--- config.mk ---
export PLATFORM = sky130hd
export DESIGN_NAME = reservation_station_multi
export DESIGN_NICKNAME = d
export VERILOG_FILES = /design/src/rtl/reservation_station_multi.sv
export SDC_FILE = /design/constraint.sdc
export NUM_CORES = 2
export LEC_CHECK = 0
export CAP_MARGIN = 10
export CORE_MARGIN = 1.5
export CORE_UTILIZATION = 30
export CTS_CLUSTER_SIZE = 14
export DETAILED_ROUTE_END_ITERATION = 12
export PLACE_DENSITY = 0.44
export SYNTH_ARGS = -nofsm -noshare
export SYNTH_HDL_FRONTEND = slang
export SYNTH_SLANG_ARGS = --single-unit
--- constraint.sdc ---
create_clock -name clk_i -period 9.6 [get_ports clk_i]
set_clock_uncertainty 0.05 [all_clocks]
set_input_delay 0.96 -clock clk_i [delete_from_list [all_inputs] [get_ports clk_i]]
set_output_delay 0.96 -clock clk_i [all_outputs]
set_load 0.01 [all_outputs]
--- src/rtl/reservation_station_multi.sv ---
// Multi-entry reservation station for one execution unit.
// Operands are captured at dispatch or forwarded from the broadcast channels.
// The oldest ready entry is issued through a valid/ready handshake.
// Age order is held in a pairwise matrix: older_q[i][j]=1 means slot i is older than slot j.
module reservation_station_multi #(
    parameter int ENTRIES   = 4,
    parameter int ROBsize   = 16,
    parameter int DATA_W    = 64,
    parameter int NUM_SRC   = 3,
    parameter int NUM_BCAST = 3,
    parameter int CMD_W     = 10,
    // Derived widths; leave at their defaults.
    parameter int TAG_W     = $clog2(ROBsize + 1),
    parameter int OCC_W     = $clog2(ENTRIES + 1)
) (
    input  logic                          clk_i,
    input  logic                          reset_ni,
    input  logic                          flush_i,
    input  logic                          disp_valid_i,
    output logic                          disp_ready_o,
    input  logic [NUM_SRC*TAG_W-1:0]      disp_src_tag_i,
    input  logic [NUM_SRC*(DATA_W+1)-1:0] disp_src_val_i,
    input  logic [CMD_W-1:0]              disp_cmd_i,
    input  logic [TAG_W-1:0]              disp_dest_tag_i,
    input  logic [NUM_BCAST-1:0]          bcast_valid_i,
    input  logic [NUM_BCAST*TAG_W-1:0]    bcast_tag_i,
    input  logic [NUM_BCAST*DATA_W-1:0]   bcast_val_i,
    output logic                          issue_valid_o,
    input  logic                          issue_ready_i,
    output logic [NUM_SRC*DATA_W-1:0]     issue_src_val_o,
    output logic [CMD_W-1:0]              issue_cmd_o,
    output logic [TAG_W-1:0]              issue_dest_tag_o,
    output logic [OCC_W-1:0]              occupancy_o
);

    typedef logic [TAG_W-1:0]  tag_t;
    typedef logic [DATA_W-1:0] data_t;

    // Registered entry state
    logic [ENTRIES-1:0]                busy_q, busy_d;
    tag_t  [ENTRIES-1:0][NUM_SRC-1:0]  tag_q, tag_d;
    data_t [ENTRIES-1:0][NUM_SRC-1:0]  val_q, val_d;
    logic  [ENTRIES-1:0][CMD_W-1:0]    cmd_q, cmd_d;
    tag_t  [ENTRIES-1:0]               dest_q, dest_d;
    logic  [ENTRIES-1:0][ENTRIES-1:0]  older_q, older_d;

    // Unpacked broadcast and dispatch fields
    tag_t  [NUM_BCAST-1:0] bc_tag;
    data_t [NUM_BCAST-1:0] bc_val;
    logic  [NUM_BCAST-1:0] bc_ok;
    tag_t  [NUM_SRC-1:0]   disp_raw_tag;
    data_t [NUM_SRC-1:0]   disp_raw_val;
    logic  [NUM_SRC-1:0]   disp_raw_vld;

    // Post-wakeup view and control
    tag_t  [ENTRIES-1:0][NUM_SRC-1:0] wk_tag;
    data_t [ENTRIES-1:0][NUM_SRC-1:0] wk_val;
    tag_t  [NUM_SRC-1:0]              dc_tag;
    data_t [NUM_SRC-1:0]              dc_val;
    logic  [ENTRIES-1:0]              ready;
    logic  [ENTRIES-1:0]              sel;
    logic  [ENTRIES-1:0]              free_oh;
    logic                             disp_fire;
    logic                             issue_fire;

    // Split the flat input buses; a channel with tag 0 is never a valid producer
    always_comb begin
        for (int c = 0; c < NUM_BCAST; c++) begin
            bc_tag[c] = bcast_tag_i[c*TAG_W +: TAG_W];
            bc_val[c] = bcast_val_i[c*DATA_W +: DATA_W];
            bc_ok[c]  = bcast_valid_i[c] & (bc_tag[c] != '0);
        end
        for (int s = 0; s < NUM_SRC; s++) begin
            disp_raw_tag[s] = disp_src_tag_i[s*TAG_W +: TAG_W];
            disp_raw_val[s] = disp_src_val_i[s*(DATA_W+1) +: DATA_W];
            disp_raw_vld[s] = disp_src_val_i[s*(DATA_W+1) + DATA_W];
        end
    end

    // Wakeup every pending source; descending loop so channel 0 wins ties
    always_comb begin
        for (int e = 0; e < ENTRIES; e++) begin
            ready[e] = busy_q[e];
            for (int s = 0; s < NUM_SRC; s++) begin
                wk_tag[e][s] = tag_q[e][s];
                wk_val[e][s] = val_q[e][s];
                for (int c = NUM_BCAST - 1; c >= 0; c--) begin
                    if (bc_ok[c] && (bc_tag[c] == tag_q[e][s])) begin
                        wk_tag[e][s] = '0;
                        wk_val[e][s] = bc_val[c];
                    end
                end
                ready[e] = ready[e] & (wk_tag[e][s] == '0);
            end
        end
    end

    // Capture dispatched sources: supplied value, else same-cycle forward, else keep tag
    always_comb begin
        for (int s = 0; s < NUM_SRC; s++) begin
            dc_tag[s] = disp_raw_tag[s];
            dc_val[s] = disp_raw_val[s];
            if (disp_raw_vld[s]) begin
                dc_tag[s] = '0;
            end else begin
                for (int c = NUM_BCAST - 1; c >= 0; c--) begin
                    if (bc_ok[c] && (bc_tag[c] == disp_raw_tag[s])) begin
                        dc_tag[s] = '0;
                        dc_val[s] = bc_val[c];
                    end
                end
            end
        end
    end

    // Lowest-index free slot, one-hot
    always_comb begin
        logic found;
        found   = 1'b0;
        free_oh = '0;
        for (int e = 0; e < ENTRIES; e++) begin
            if (!busy_q[e] && !found) begin
                free_oh[e] = 1'b1;
                found      = 1'b1;
            end
        end
    end

    // Oldest ready entry; the first-found guard keeps sel one-hot
    always_comb begin
        logic found;
        logic cand;
        found = 1'b0;
        sel   = '0;
        for (int e = 0; e < ENTRIES; e++) begin
            cand = ready[e];
            for (int j = 0; j < ENTRIES; j++) begin
                if (j != e && ready[j] && older_q[j][e]) cand = 1'b0;
            end
            if (cand && !found) begin
                sel[e] = 1'b1;
                found  = 1'b1;
            end
        end
    end

    // Issue mux; all fields read zero when nothing is presented
    always_comb begin
        issue_valid_o    = |sel;
        issue_src_val_o  = '0;
        issue_cmd_o      = '0;
        issue_dest_tag_o = '0;
        for (int e = 0; e < ENTRIES; e++) begin
            if (sel[e]) begin
                for (int s = 0; s < NUM_SRC; s++)
                    issue_src_val_o[s*DATA_W +: DATA_W] = wk_val[e][s];
                issue_cmd_o      = cmd_q[e];
                issue_dest_tag_o = dest_q[e];
            end
        end
    end

    // Occupancy and dispatch acceptance come from registered busy bits only
    always_comb begin
        occupancy_o = '0;
        for (int e = 0; e < ENTRIES; e++)
            occupancy_o = occupancy_o + OCC_W'(busy_q[e]);
        disp_ready_o = ~&busy_q;
        disp_fire    = disp_valid_i & disp_ready_o & ~flush_i;
        issue_fire   = issue_valid_o & issue_ready_i;
    end

    // Next state: wakeup always, issue frees, dispatch fills, flush clears
    always_comb begin
        older_d = older_q;
        for (int e = 0; e < ENTRIES; e++) begin
            busy_d[e] = busy_q[e] & ~(issue_fire & sel[e]);
            tag_d[e]  = wk_tag[e];
            val_d[e]  = wk_val[e];
            cmd_d[e]  = cmd_q[e];
            dest_d[e] = dest_q[e];
            if (disp_fire && free_oh[e]) begin
                busy_d[e] = 1'b1;
                tag_d[e]  = dc_tag;
                val_d[e]  = dc_val;
                cmd_d[e]  = disp_cmd_i;
                dest_d[e] = disp_dest_tag_i;
                // New entry is younger than everything currently busy
                for (int j = 0; j < ENTRIES; j++) begin
                    older_d[e][j] = 1'b0;
                    older_d[j][e] = busy_q[j];
                end
            end
        end
        if (flush_i) begin
            busy_d  = '0;
            older_d = '0;
        end
    end

    // State registers, async active-low reset
    always_ff @(posedge clk_i or negedge reset_ni) begin
        if (!reset_ni) begin
            busy_q  <= '0;
            tag_q   <= '0;
            val_q   <= '0;
            cmd_q   <= '0;
            dest_q  <= '0;
            older_q <= '0;
        end else begin
            busy_q  <= busy_d;
            tag_q   <= tag_d;
            val_q   <= val_d;
            cmd_q   <= cmd_d;
            dest_q  <= dest_d;
            older_q <= older_d;
        end
    end

endmodule

==> results.cfg <==
[status]
outcome = finished clean

[route]
vias_per_cell = 6.19
detail-route-antenna-nets = 0
drt_iter0_markers = 9676
num_vias = 79600
wirelength_mm = 426
drc = 0
drt-wirelength-per-cell_um = 33.1
firstDrtPassIters = 8

[timing]
fmax_ghz = 0.120
fin_setup_tns_ns = 0
fin_crit_sh_pct = 86.8
hold_violations = 0
slew_headroom_pct = 12.5
slew_violations = 0
setup-violations-final = 0
holdWs_ns = 0.159
finalWorstSetupSlack_ns = 1.27
fin_crit_ns = 8.33
max_slew.worst_pin.slew_ns = 1.31
rsz0062_at_grt = false

[global_route]
grt_antenna_before_repair = 30
grt_use_total_pct = 32.0
grt_pass1_wl_mm = 601
grt_max_degree = 192
overflow = 0
grt_pass1_vias = 75900

[die]
num_io_pins = 652
dieArea_sq_um = 256000
coreArea_sq_um = 252000
initial_utilization_pct = 30.2
rows = 184
die_w_um = 506
die_h_um = 506

[critical_path]
crit_start = bcast_tag_i[10]
rrSetupSlack_ns = 5.18
start_kind = input port
r2r_start = tag_q[48]
end_kind = output pin
critPathKind = input port to output pin
cpMaxStageDelayCell = clkdlybuf4s50_1
reg2reg_to = val_q[618]
worstPathBufferInverterCount = 4
path_cells = clkdlybuf4s50_1, o21ai_4, nor4_2, nor3_2, a221oi_1, o2111ai_4, buf_12, buf_4, or3_1, o221a_2, o31ai_1, clkdlybuf4s50_1
cp_max_fo = 107
max_stage_delay_ns = 1.19
critical_path.most_common_cell = clkdlybuf4s50_1
reg2regPathDepth = 10
cp.required_ns = 8.59
cp_top_family = buffers and inverters
critPathArrivalTime_ns = 7.32

[power]
power.density_nw_per_um2 = 200
p_sw_w = 0.00679
power_frac_seq_pct = 32.7
internal_power_w = 0.0111
pwr-share-comb_pct = 39.5
ir_worst_vdd_v = 0.000195
swShare_pct = 38.0
power_leakage_nw = 35.7
p_clk_share_pct = 27.8
fin_total_pwr_w = 0.0179

[yosys]
synth-compound-area-share_pct = 23.1
muxShareOfSynthArea_pct = 19.9
synthArstFlopShare_pct = 100
synth-xor-area-share_pct = 2.59
synth_area_sq_um = 76000
synth_top_area_share_pct = 29.8
synth_top_cells_by_area = dfrtp_1 30%, mux2i_1 15%, a211oi_1 6.3%
ys_warn_count = 0
ys_seq_elements = 904
synth-edff-count = 0
synth_adder_area_share_pct = 0.109
yosys.area.top_type = dfrtp_1
synth_top_family_by_area = compound AO/OA/AOI/OAI gates
postSynthCellCount = 9535
synth_nets = 9981
synth-seq-area-share_pct = 29.8
synth_cell_types = 76
syn_area_per_cell_sq_um = 7.97
synth_simple_gate_area_share_pct = 18.2
synth-main-ff-cell = dfrtp_1

[clock_tree]
numCtsBuffers = 130
cts-root-buf = clkbuf_16
clk_path_buf_depth = 3
clkTransAtPathRegs_ns = 0.06
cts_hold_buf = 0
post_cts_resized = 0
h-tree-depth = 4
cts_tree = yes
post_cts_buffers = 0
clkLatencyLatePin_ns = 0.81
clock_sinks = 904

[hold_path]
hold_path_class = input port to async pin

[layout]
area_growth_pct = 18.0
layout_common_cells = 1,158 x mux2i_1, 1,051 x nand2_1, 904 x dfrtp_1, 843 x a21oi_1, 684 x o21ai_0
drive_gt1_share_pct = 11.3
fillers = 25900
fin_cells = 12900
nets = 9846
final_common_cell = mux2i_1

[placement]
dp.cells = 12600
place_hpwl_mm = 265
io_buffers = 651
gp_congestion = 0.878
dp_slack_ns = 1.53

[flow_run]
max-cap-violations = 0
-- synth_stat cells, types with 4 or more instances --
library cell  instances
a211oi_1            641
and3_1                5
or3_1               193
xnor2_1             131
a2111oi_0             6
or4_1                 9
o22ai_1              10
nor2b_1             129
nand2_1            1053
dfrtp_1             904
o221a_2             189
o211a_1               4
a311o_1               4
o31ai_1             207
a21boi_0              4
buf_1               157
nand3_1             266
buf_4                11
mux2_2              312
and4_1                5
clkbuf_1            984
buf_6                 8
and2_1              193
xor2_1               94
ha_1                  5
inv_1                12
o211ai_1              7
a32o_1                5
a21oi_1             843
o221a_1               4
mux2i_1            1158
nor3_1              229
nand4_1             230
buf_2                62
nor2_1              613
o21ai_0             684
a21o_1               71
a222oi_1             15
nor4_1               24
-- power by group through the flow --
stage	clock network, W	logic, W	registers, W
3_3_place_gp	0	0.00681	0.00585
4_1_cts	0.00505	0.00694	0.00583
2_1_floorplan	0	0.00463	0.00571
5_1_grt	0.00518	0.00773	0.00598
3_5_place_dp	0	0.00690	0.00589
6_report	0.00497	0.00707	0.00585
-- cell families (layout without fill, tap and decap cells) --
kind of cell             count (synthesis)  in the layout
AND/OR/NAND/NOR                       2966           2966
adder cells (fa/ha/maj)                  6              6
multiplexers                          1470           1470
AO/OA/AOI/OAI                         2728           2728
buffers and inverters                 1236           1195
flip-flops                             904            904
other                                    0             21
XOR/XNOR                               225            225
-- registers in the layout, indices dropped and copies added, names as in the netlist --
signal	cells
busy_q	4
val_q	768
tag_q	60
cmd_q	40
dest_q	20
older_q	12
-- worst register-to-register path, cell delays in order (launching register included) --
cell	delay, ns
dfrtp_1	0.46
xnor2_1	0.18
nand3_1	0.13
nor4_2	0.61
buf_4	0.64
buf_4	0.86
nor2_4	0.16
buf_12	0.23
a21oi_1	0.82
nand2_1	0.10
o21ai_0	0.11
-- through the flow --
step	utilization [%]	area, sq um
CTS	35.6	89600
global placement	33.9	85400
detailed placement	33.9	85400
finish	35.6	89700
floorplan	-	76000
global route	35.6	89600
-- how the worst max path moves through the flow --
| stage | endpoint | slack (ns) | cells past startpoint |
|---|---|---|---|
| after CTS | issue_src_val_o[57] | 1.52 | 13 |
| after global routing | issue_src_val_o[102] | 1.17 | 13 |
| after global placement | issue_src_val_o[57] | 1.58 | 14 |
| final | issue_src_val_o[57] | 1.27 | 12 |
| after floorplan | issue_src_val_o[151] | 4.36 | 14 |
| after detailed placement | issue_src_val_o[57] | 1.53 | 14 |
-- per-layer routing --
layer / global-route usage [%] / routed length, um / share of wire, % / vias up
met5: 0 / 77 / 0.018 / -
met4: 16.1 / 23200 / 5.4 / 14
met3: 5.73 / 34700 / 8.1 / 884
met2: 49.2 / 187000 / 44 / 4448
met1: 42.9 / 181000 / 42 / 39800
li1: - / - / - / 34400
-- final cells by class --
type                            count  area [sq um]  share of cell area, %
Sequential cell                   904         22600                   25.2
Antenna cell                       21          52.6                 0.0586
Tap cell                         3348          4190                   4.67
Clock inverter                     25           288                  0.321
Inverter                           13          48.8                 0.0544
Timing Repair Buffer              956          9650                   10.8
Multi-Input combinational cell   7395         48900                   54.6
Clock buffer                      201          3900                   4.35
Note: power is estimated with default switching activity, not from simulation.
